`src/rtl/echo_feedback_mixer_pkg.sv`:
```
// Shared types, gain limits, FSM states and the saturation helper for the echo feedback mixer.
package echo_pkg;
  localparam int DATA_W = 32;
  localparam int GAIN_W = 16;
  localparam int PROD_W = 48;

  typedef logic signed [DATA_W-1:0] sample_t;
  typedef logic        [GAIN_W-1:0] gain_t;
  typedef logic signed [PROD_W-1:0] prod_t;

  localparam gain_t GAIN_UNITY  = 16'h8000;
  localparam gain_t FB_GAIN_MAX = 16'h7FFF;

  typedef enum logic [1:0] {IDLE, WAIT_TAP, MUL, SUM} state_t;

  // Clamp a wide signed value into a w-bit two's-complement range; caller narrows the result.
  function automatic logic signed [63:0] sat_to_sample(input logic signed [63:0] v, input int w);
    logic signed [63:0] smax, smin;
    smax = (64'sd1 <<< (w - 1)) - 64'sd1;
    smin = -(64'sd1 <<< (w - 1));
    if (v > smax)      return smax;
    else if (v < smin) return smin;
    else               return v;
  endfunction
endpackage

```
`src/rtl/echo_feedback_mixer_if.sv`:
```
// Sample-stream, gain and status bundle between the echo mixer and its driver.
interface echo_feedback_mixer_if #(
  parameter int DATA_WIDTH = 32,
  parameter int GAIN_WIDTH = 16
);
  logic                         dry_valid;
  logic signed [DATA_WIDTH-1:0] dry_in;
  logic                         tap_valid;
  logic signed [DATA_WIDTH-1:0] tap_in;
  logic        [GAIN_WIDTH-1:0] dry_gain;
  logic        [GAIN_WIDTH-1:0] wet_gain;
  logic        [GAIN_WIDTH-1:0] fb_gain;
  logic                         buf_wr_valid;
  logic signed [DATA_WIDTH-1:0] buf_wr_data;
  logic                         mix_valid;
  logic signed [DATA_WIDTH-1:0] mix_out;
  logic                         overrun;

  modport slave (
    input  dry_valid, dry_in, tap_valid, tap_in, dry_gain, wet_gain, fb_gain,
    output buf_wr_valid, buf_wr_data, mix_valid, mix_out, overrun
  );
  modport master (
    output dry_valid, dry_in, tap_valid, tap_in, dry_gain, wet_gain, fb_gain,
    input  buf_wr_valid, buf_wr_data, mix_valid, mix_out, overrun
  );
endinterface

```
`src/rtl/echo_feedback_mixer_gain_smoother.sv`:
```
// Per-gain ramp register: on each enable, moves cur toward target by at most STEP.
module gain_smoother #(
  parameter int                    GAIN_WIDTH = 16,
  parameter logic [GAIN_WIDTH-1:0] STEP       = 16'h0040
) (
  input  logic                  clk,
  input  logic                  reset,
  input  logic                  en,
  input  logic [GAIN_WIDTH-1:0] target,
  output logic [GAIN_WIDTH-1:0] cur
);
  always_ff @(posedge clk or posedge reset) begin
    if (reset) cur <= '0;
    else if (en) begin
      if (target > cur) cur <= ((target - cur) > STEP) ? cur + STEP : target;
      else              cur <= ((cur - target) > STEP) ? cur - STEP : target;
    end
  end
endmodule

```
`src/rtl/echo_feedback_mixer.sv`:
```
// Echo loop closer around a delay buffer: feedback write path plus wet/dry mix with saturation.
// Build option ECHO_MIX_GAIN_SMOOTH_EN ramps gains by SMOOTH_STEP per accepted sample.
module echo_feedback_mixer
  import echo_pkg::*;
#(
  parameter int                    DATA_WIDTH  = 32,
  parameter int                    GAIN_WIDTH  = 16,
  parameter logic [GAIN_WIDTH-1:0] SMOOTH_STEP = 16'h0040
) (
  input  logic                  clk,
  input  logic                  reset,
  echo_feedback_mixer_if.slave  bus
);
  localparam int PW = DATA_WIDTH + GAIN_WIDTH;

  state_t                       state;
  logic signed [DATA_WIDTH-1:0] dry_reg, tap_reg, fb_reg, mix_hold;
  logic signed [PW-1:0]         p_dry, p_wet, p_fb;
  logic [2:0][GAIN_WIDTH-1:0]   tgt, g;
  logic                         accept, ovr;
  logic signed [63:0]           mix_wide, fb_wide, wr_wide;
  logic signed [DATA_WIDTH-1:0] mix_now, fb_now;

  assign accept = bus.dry_valid && (state == IDLE);

  assign tgt[0] = (bus.dry_gain > GAIN_UNITY)  ? GAIN_UNITY  : bus.dry_gain;
  assign tgt[1] = (bus.wet_gain > GAIN_UNITY)  ? GAIN_UNITY  : bus.wet_gain;
  assign tgt[2] = (bus.fb_gain  > FB_GAIN_MAX) ? FB_GAIN_MAX : bus.fb_gain;

`ifdef ECHO_MIX_GAIN_SMOOTH_EN
  for (genvar i = 0; i < 3; i++) begin : g_smooth
    gain_smoother #(.GAIN_WIDTH(GAIN_WIDTH), .STEP(SMOOTH_STEP)) u_smooth (
      .clk(clk), .reset(reset), .en(accept), .target(tgt[i]), .cur(g[i])
    );
  end
`else
  always_ff @(posedge clk or posedge reset) begin
    if (reset)       g <= '0;
    else if (accept) g <= tgt;
  end
`endif

  // Sums and shifts run at 64 bits so nothing wraps before the clamp.
  assign mix_wide = (64'(p_dry) + 64'(p_wet)) >>> 15;
  assign fb_wide  = 64'(p_fb) >>> 15;
  assign wr_wide  = 64'(bus.dry_in) + 64'(fb_reg);
  assign mix_now  = DATA_WIDTH'(sat_to_sample(mix_wide, DATA_WIDTH));
  assign fb_now   = DATA_WIDTH'(sat_to_sample(fb_wide, DATA_WIDTH));

  always_ff @(posedge clk or posedge reset) begin
    if (reset) begin
      state    <= IDLE;
      dry_reg  <= '0;
      tap_reg  <= '0;
      p_dry    <= '0;
      p_wet    <= '0;
      p_fb     <= '0;
      fb_reg   <= '0;
      mix_hold <= '0;
      ovr      <= 1'b0;
    end else begin
      if (bus.dry_valid && state != IDLE) ovr <= 1'b1;
      case (state)
        IDLE: if (bus.dry_valid) begin
          dry_reg <= bus.dry_in;
          state   <= WAIT_TAP;
        end
        WAIT_TAP: begin
          // A missing tap means the buffer has not filled yet: treat it as silence.
          tap_reg <= bus.tap_valid ? bus.tap_in : '0;
          state   <= MUL;
        end
        MUL: begin
          p_dry <= PW'(dry_reg * $signed({1'b0, g[0]}));
          p_wet <= PW'(tap_reg * $signed({1'b0, g[1]}));
          p_fb  <= PW'(tap_reg * $signed({1'b0, g[2]}));
          state <= SUM;
        end
        SUM: begin
          mix_hold <= mix_now;
          fb_reg   <= fb_now;
          state    <= IDLE;
        end
        default: state <= IDLE;
      endcase
    end
  end

  assign bus.buf_wr_valid = accept;
  assign bus.buf_wr_data  = DATA_WIDTH'(sat_to_sample(wr_wide, DATA_WIDTH));
  assign bus.mix_valid    = (state == SUM);
  assign bus.mix_out      = (state == SUM) ? mix_now : mix_hold;
  assign bus.overrun      = ovr;
endmodule

```
`src/flat_wrapper.sv`:
```
// flat-port wrapper written by rule: the top's interface ports become plain ports
module echo_feedback_mixer_flat import echo_pkg::*;
#(
  parameter int                    DATA_WIDTH  = 32,
  parameter int                    GAIN_WIDTH  = 16,
  parameter logic [GAIN_WIDTH-1:0] SMOOTH_STEP = 16'h0040
)
  (clk, reset, bus_dry_valid, bus_dry_in, bus_tap_valid, bus_tap_in, bus_dry_gain, bus_wet_gain, bus_fb_gain, bus_buf_wr_valid, bus_buf_wr_data, bus_mix_valid, bus_mix_out, bus_overrun);
  echo_feedback_mixer_if #(.DATA_WIDTH(DATA_WIDTH), .GAIN_WIDTH(GAIN_WIDTH)) bus_i ();
  input  logic clk;
  input  logic reset;
  input wire logic [$bits(bus_i.dry_valid)-1:0] bus_dry_valid;
  input wire logic [$bits(bus_i.dry_in)-1:0] bus_dry_in;
  input wire logic [$bits(bus_i.tap_valid)-1:0] bus_tap_valid;
  input wire logic [$bits(bus_i.tap_in)-1:0] bus_tap_in;
  input wire logic [$bits(bus_i.dry_gain)-1:0] bus_dry_gain;
  input wire logic [$bits(bus_i.wet_gain)-1:0] bus_wet_gain;
  input wire logic [$bits(bus_i.fb_gain)-1:0] bus_fb_gain;
  output wire logic [$bits(bus_i.buf_wr_valid)-1:0] bus_buf_wr_valid;
  output wire logic [$bits(bus_i.buf_wr_data)-1:0] bus_buf_wr_data;
  output wire logic [$bits(bus_i.mix_valid)-1:0] bus_mix_valid;
  output wire logic [$bits(bus_i.mix_out)-1:0] bus_mix_out;
  output wire logic [$bits(bus_i.overrun)-1:0] bus_overrun;
  assign bus_i.dry_valid = bus_dry_valid;
  assign bus_i.dry_in = bus_dry_in;
  assign bus_i.tap_valid = bus_tap_valid;
  assign bus_i.tap_in = bus_tap_in;
  assign bus_i.dry_gain = bus_dry_gain;
  assign bus_i.wet_gain = bus_wet_gain;
  assign bus_i.fb_gain = bus_fb_gain;
  assign bus_buf_wr_valid = bus_i.buf_wr_valid;
  assign bus_buf_wr_data = bus_i.buf_wr_data;
  assign bus_mix_valid = bus_i.mix_valid;
  assign bus_mix_out = bus_i.mix_out;
  assign bus_overrun = bus_i.overrun;
  echo_feedback_mixer #(.DATA_WIDTH(DATA_WIDTH), .GAIN_WIDTH(GAIN_WIDTH), .SMOOTH_STEP(SMOOTH_STEP)) u_core (.clk(clk), .reset(reset), .bus(bus_i));
endmodule
```
`config.mk`:
```
export PLATFORM = sky130hd
export DESIGN_NAME = echo_feedback_mixer_flat
export DESIGN_NICKNAME = d
export VERILOG_FILES = /design/src/rtl/echo_feedback_mixer_pkg.sv /design/src/rtl/echo_feedback_mixer_if.sv /design/src/rtl/echo_feedback_mixer_gain_smoother.sv /design/src/rtl/echo_feedback_mixer.sv /design/src/flat_wrapper.sv
export SDC_FILE = /design/constraint.sdc
export NUM_CORES = 2
export LEC_CHECK = 0
export ABC_CLOCK_PERIOD_IN_PS = 23800
export CORE_MARGIN = 2
export CORE_UTILIZATION = 50
export CTS_CLUSTER_DIAMETER = 150
export DETAILED_ROUTE_END_ITERATION = 8
export GPL_TIMING_DRIVEN = 0
export MAX_ROUTING_LAYER = met4
export PLACE_DENSITY = 0.67
export SYNTH_ARGS = -nofsm -noshare
export SYNTH_HDL_FRONTEND = slang
export SYNTH_SLANG_ARGS = --single-unit
export TNS_END_PERCENT = 10
```
`constraint.sdc`:
```
create_clock -name clk -period 23.8 [get_ports clk]
set_clock_uncertainty 0.15 [all_clocks]
set_input_delay 4.76 -clock clk [delete_from_list [all_inputs] [get_ports clk]]
set_output_delay 4.76 -clock clk [all_outputs]
set_load 0.02 [all_outputs]
```
Yosys cells after proc, flatten, opt, wreduce, memory -nomap -nowiden --
Cells that the tools add are included.
Storage, ports and cells: word-level logic and storage cells 48, register bits after elaboration 323
Cells by class: add/subtract/negate cells 2, eq/ne operators 4, order comparisons 9, $mul 3, mux-type cells 13, reductions and logical operators 5
Operator list (count):
- 32-bit two-way mux | 8
- 32-bit by 17-bit multiplier with 48-bit output | 3
- 33-bit by 32-bit greater-than comparator with 1-bit output (second input constant) | 2
- 33-bit by 32-bit < comparator with 1-bit output (second input constant) | 2
- 48-bit by 48-bit adder with 49-bit output | 1
- 16-bit two-way mux | 3
- 34-bit by 32-bit greater-than comparator with 1-bit output (second input constant) | 1
- 34-bit by 32-bit < comparator with 1-bit output (second input constant) | 1
- 32-bit by 32-bit adder with 33-bit output | 1
- 16-bit greater-than comparator (second input constant) | 2
- 16-bit by 15-bit greater-than comparator with 1-bit output (second input constant) | 1
- 2-bit one-hot mux with 4 select lines | 1
- 2-bit equality test (second input constant) | 2
- 2-bit by 1-bit equality test with 1-bit output (second input constant) | 1
- 1-bit logical AND | 2
- 2-bit zero test | 1
- 2-bit two-way mux | 1
- 2-bit != test (second input constant) | 1
- 2-bit AND reduction | 1
- 2-bit nonzero test | 1

Depth between registers and ports, before layout --
word-level depth 5, depth in mapped cells 26

Worst setup path before layout --
Ideal clock, no wire load.
kind input to output, start input port bus_dry_in[0], end output port bus_buf_wr_data[26], setup slack 10691 ps, arrival time 8199 ps, stages 12, path through ha_1 fa_1 a211oi_2 o21bai_1 a2111o_1 a221o_1 o41ai_2 o31ai_1 a31oi_1 o32a_1 nor2_1 o41ai_1
On the way: longest elaborated chain between the ends 4, elaborated cells on any way between the ends 5
RTL lines:
- start: declaration | RTL line flat_wrapper.sv:13 | input wire logic [$bits(bus_i.dry_in)-1:0] bus_dry_in;
- 32-bit by 32-bit adder with 33-bit output (*) | RTL line echo_feedback_mixer.sv:46 | assign wr_wide = 64'(bus.dry_in) + 64'(fb_reg);
- 33-bit by 32-bit < comparator with 1-bit output | RTL line echo_feedback_mixer_pkg.sv:22 | else if (v < smin) return smin;
- 32-bit two-way mux | RTL line echo_feedback_mixer_pkg.sv:22
- 32-bit two-way mux (*) | RTL line echo_feedback_mixer_pkg.sv:21 | if (v > smax) return smax;
- end: declaration | RTL line flat_wrapper.sv:20 | output wire logic [$bits(bus_i.buf_wr_data)-1:0] bus_buf_wr_data;
Mark *: on every way between the ends. The rest lies on a longest branch, timed or not.

Worst setup path after layout --
start input port bus_dry_in[0], end output port bus_buf_wr_data[25]
The elaborated chain is that of the path after synthesis.

==> metrics.md <==
| Metric | Value |
|---|---|
| Routed Antenna Nets | `0` |
| Register area share after synthesis | `11.25%` |
| CTS Root Cell | `clkbuf_16` |
| CTS tree | `built` |
| Synth cell count leaders | `1759 x inv_1, 1451 x fa_1, 1024 x nand2_1` |
| Total CTS buffers | `43` |
| Reg clk slew, reported paths | `0.06 ns` |
| Top flop regs | `u_core.g: 48 flops, u_core.p_dry: 48 flops, u_core.p_wet: 48 flops` |
| Setup CP Type | `in -> out` |
| Minimum clock period | `14.82 ns` |
| Worst-skew pair later-pin latency | `0.66 ns` |
| Postcts setup bufs | `0` |
| GRT overflow | `0` |
| # port buffers | `182` |
| Filler Cells Inserted | `12.50k` |
| Synth Area in Simple Gates | `14.68%` |
| Synth warn | `0` |
| Mean area per synthesized cell | `9.139 um2` |
| Fmax | `67.49 MHz` |
| IO Count | `183` |
| Total die area | `140000 um2` |
| # resized after CTS | `0` |
| Max cap viols | `0` |
| Clk sinks | `308` |
| Initial antenna violation count | `19` |
| Nets@finish | `9715` |
| Distinct cells, synth | `78` |
| Routed vias | `53.16k` |
| Synth-to-Final Area Change | `8.399%` |
| Post-synth EDFFs | `0` |
| Worst slew margin | `3.481%` |
| Number of global-route vias before repair | `56.35k` |
| Row Count | `135` |
| Startpoint type of the worst setup path | `primary input` |
| Routed wire length | `233.7 mm` |
| Htree depth | `2` |
| Measured slew at the worst slew-check pin | `1.444 ns` |
| Area leader, netlist | `fa_1` |
| Setup violators final | `0` |
| Final Max Slew Viols | `0` |
| Largest family of logic cells by synthesized area | `adder cells` |
| Via density | `5.563` |
| Hold Path Depth | `1` |
| Req. time, crit path | `18.89 ns` |
| Compound-gate portion of the synthesized area | `7.792%` |
| Unrepaired setup endpoints after global routing | `false` |
| Tot GR Track Use | `35.40%` |
| Ys async rst share | `100.0%` |
| Pin count of the biggest net entering global routing | `119` |
| Post-synth net total | `9485` |
| Die Y-Extent | `374.1 um` |
| Core area | `135600 um2` |
| Sum of negative setup slack | `0 ns` |
| XOR/XNOR Fraction of Synth Area | `2.263%` |
| Top-count cell post-synth | `inv_1` |
| WP data arrival | `9.91 ns` |
| Wire per inst | `24.45 um` |
| First-pass GRT wire length | `355.0 mm` |
| Share of Yosys cell area claimed by the top area cell type | `42.41%` |
| DRT iter0 DRCs | `4653` |
| Fin crit share | `62.26%` |
| Syn Inst Count | `7495` |
| Worst Path Max Fanout | `10` |
| Clk buf depth | `3` |
| Mapped Area | `68500 um2` |
| Worst setup EP type | `output pin` |
| RePlAce Congestion | `1.010` |
| Initial core utilization | `50.50%` |
| CTS Hold Bufs | `0` |
| Final Hold Viols | `0` |
| Primary FF master, synth | `dfrtp_1` |
| Fraction of layout instances using a drive strength above 1 | `3.171%` |
| DIE WIDTH | `374.1 um` |
| Synth area leaders | `fa_1 42%, dfrtp_1 11%, inv_1 9.6%` |
| Reg2Reg Depth | `22` |
| DRC Markers | `0` |
| Yosys reg bits | `308` |
| DP HPWL | `194.6 mm` |
| Post-Synth Adder-Cell Area | `50.21%` |
| Min-Delay Path Class | `reg -> reg` |
| Mux contribution to synthesized area | `2.216%` |
| Drt pass-1 iters | `6` |
| Status | `finished, final reports clean` |
==> path summary, 6_finish.rpt <==
check	from	to	slack, ns
min in group asynchronous	reset	u_core.dry_reg[12]	4.49
max in group asynchronous	reset	u_core.g[14]	17.51
hold / removal	u_core.bus.overrun	u_core.bus.overrun	0.30
setup reg to reg	u_core.tap_reg[31]	u_core.p_wet[46]	14.53
setup / recovery	bus_dry_in[0]	bus_buf_wr_data[25]	8.98
hold reg to reg	u_core.bus.overrun	u_core.bus.overrun	0.30
==> cell type report <==
class	instances	area [um2]	share of cell area [%]
tap	1781	2228	3.001
inverter	1760	6614	8.907
buffer	353	1334	1.796
clock inverter	27	430.4	0.5797
clock buffer	52	1140	1.535
sequential	308	7707	10.38
antenna	17	42.54	0.05729
multi-input combinational	5074	52850	71.18
timing repair buffer	185	1904	2.565
==> critical path, stage by stage <==
cell	delay, ns
clkdlybuf4s50_1	0.48
ha_1	0.26
fa_1	0.44
a211oi_2	0.28
o21bai_1	0.14
a2111o_1	0.42
a221o_1	0.37
o41ai_2	0.40
o211a_1	0.32
o21ai_2	0.12
a211o_1	0.35
a21oi_2	0.44
buf_2	0.33
o21ai_0	0.18
clkdlybuf4s50_1	0.59
==> cell usage in the layout, fill, tap and decap left out, drive strengths merged, types with 23 or more instances in the layout <==
cell type,instances
a221o,35
o211ai,44
and2,690
xnor2,125
a21oi,196
nor3,36
clkbuf,386
nor2,123
mux2,133
o21ai,202
nand2,1024
xor2,52
a22o,24
nand3,46
nand4,23
nand2b,26
dfrtp,308
a21o,116
o21bai,30
inv,1766
clkdlybuf4s50,182
fa,1451
ha,423
==> routing by layer <==
| layer | up-vias | global-route usage [%] | routed length, um |
|---|---|---|---|
| li1 | 23010 | - | - |
| met1 | 27210 | 45.49 | 93600 |
| met2 | 2393 | 53.73 | 105100 |
| met3 | 551 | 7.728 | 21230 |
| met4 | 0 | 16.36 | 13740 |
| met5 | - | - | 0 |
==> kinds of logic (layout without fill, tap and decap cells) <==
logic type                 after synthesis  count (layout)
buffers and inverters                 2113            2377
and+or+nand+nor                       2071            2071
adders and majority gates             1879            1879
AOI/OAI and AO/OA                      812             812
DFF                                    308             308
xor gates and xnor gates               177             177
muxes                                  135             135
other                                    0              17
==> stage by stage <==
step / worst slack (ns) / instance area [um2] / util, % / std cells / hold slack [ns]
finish: 8.983 / 74250 / 54.74 / 9557 / 0.3043
global route: 8.788 / 74240 / 54.73 / 9551 / 0.3240
CTS: 8.968 / 74210 / 54.71 / 9540 / 0.3089
detailed placement: 8.988 / 72640 / 53.55 / 9461 / 0.2965
global placement: 5.956 / 72550 / 53.49 / 9458 / 0.3007
floorplan: 10.37 / 68500 / - / 7495 / 0.2969
Power is left out: the tool's default activity adds up to more than one toggle a clock period on the data nets, which glitch-free logic cannot reach.
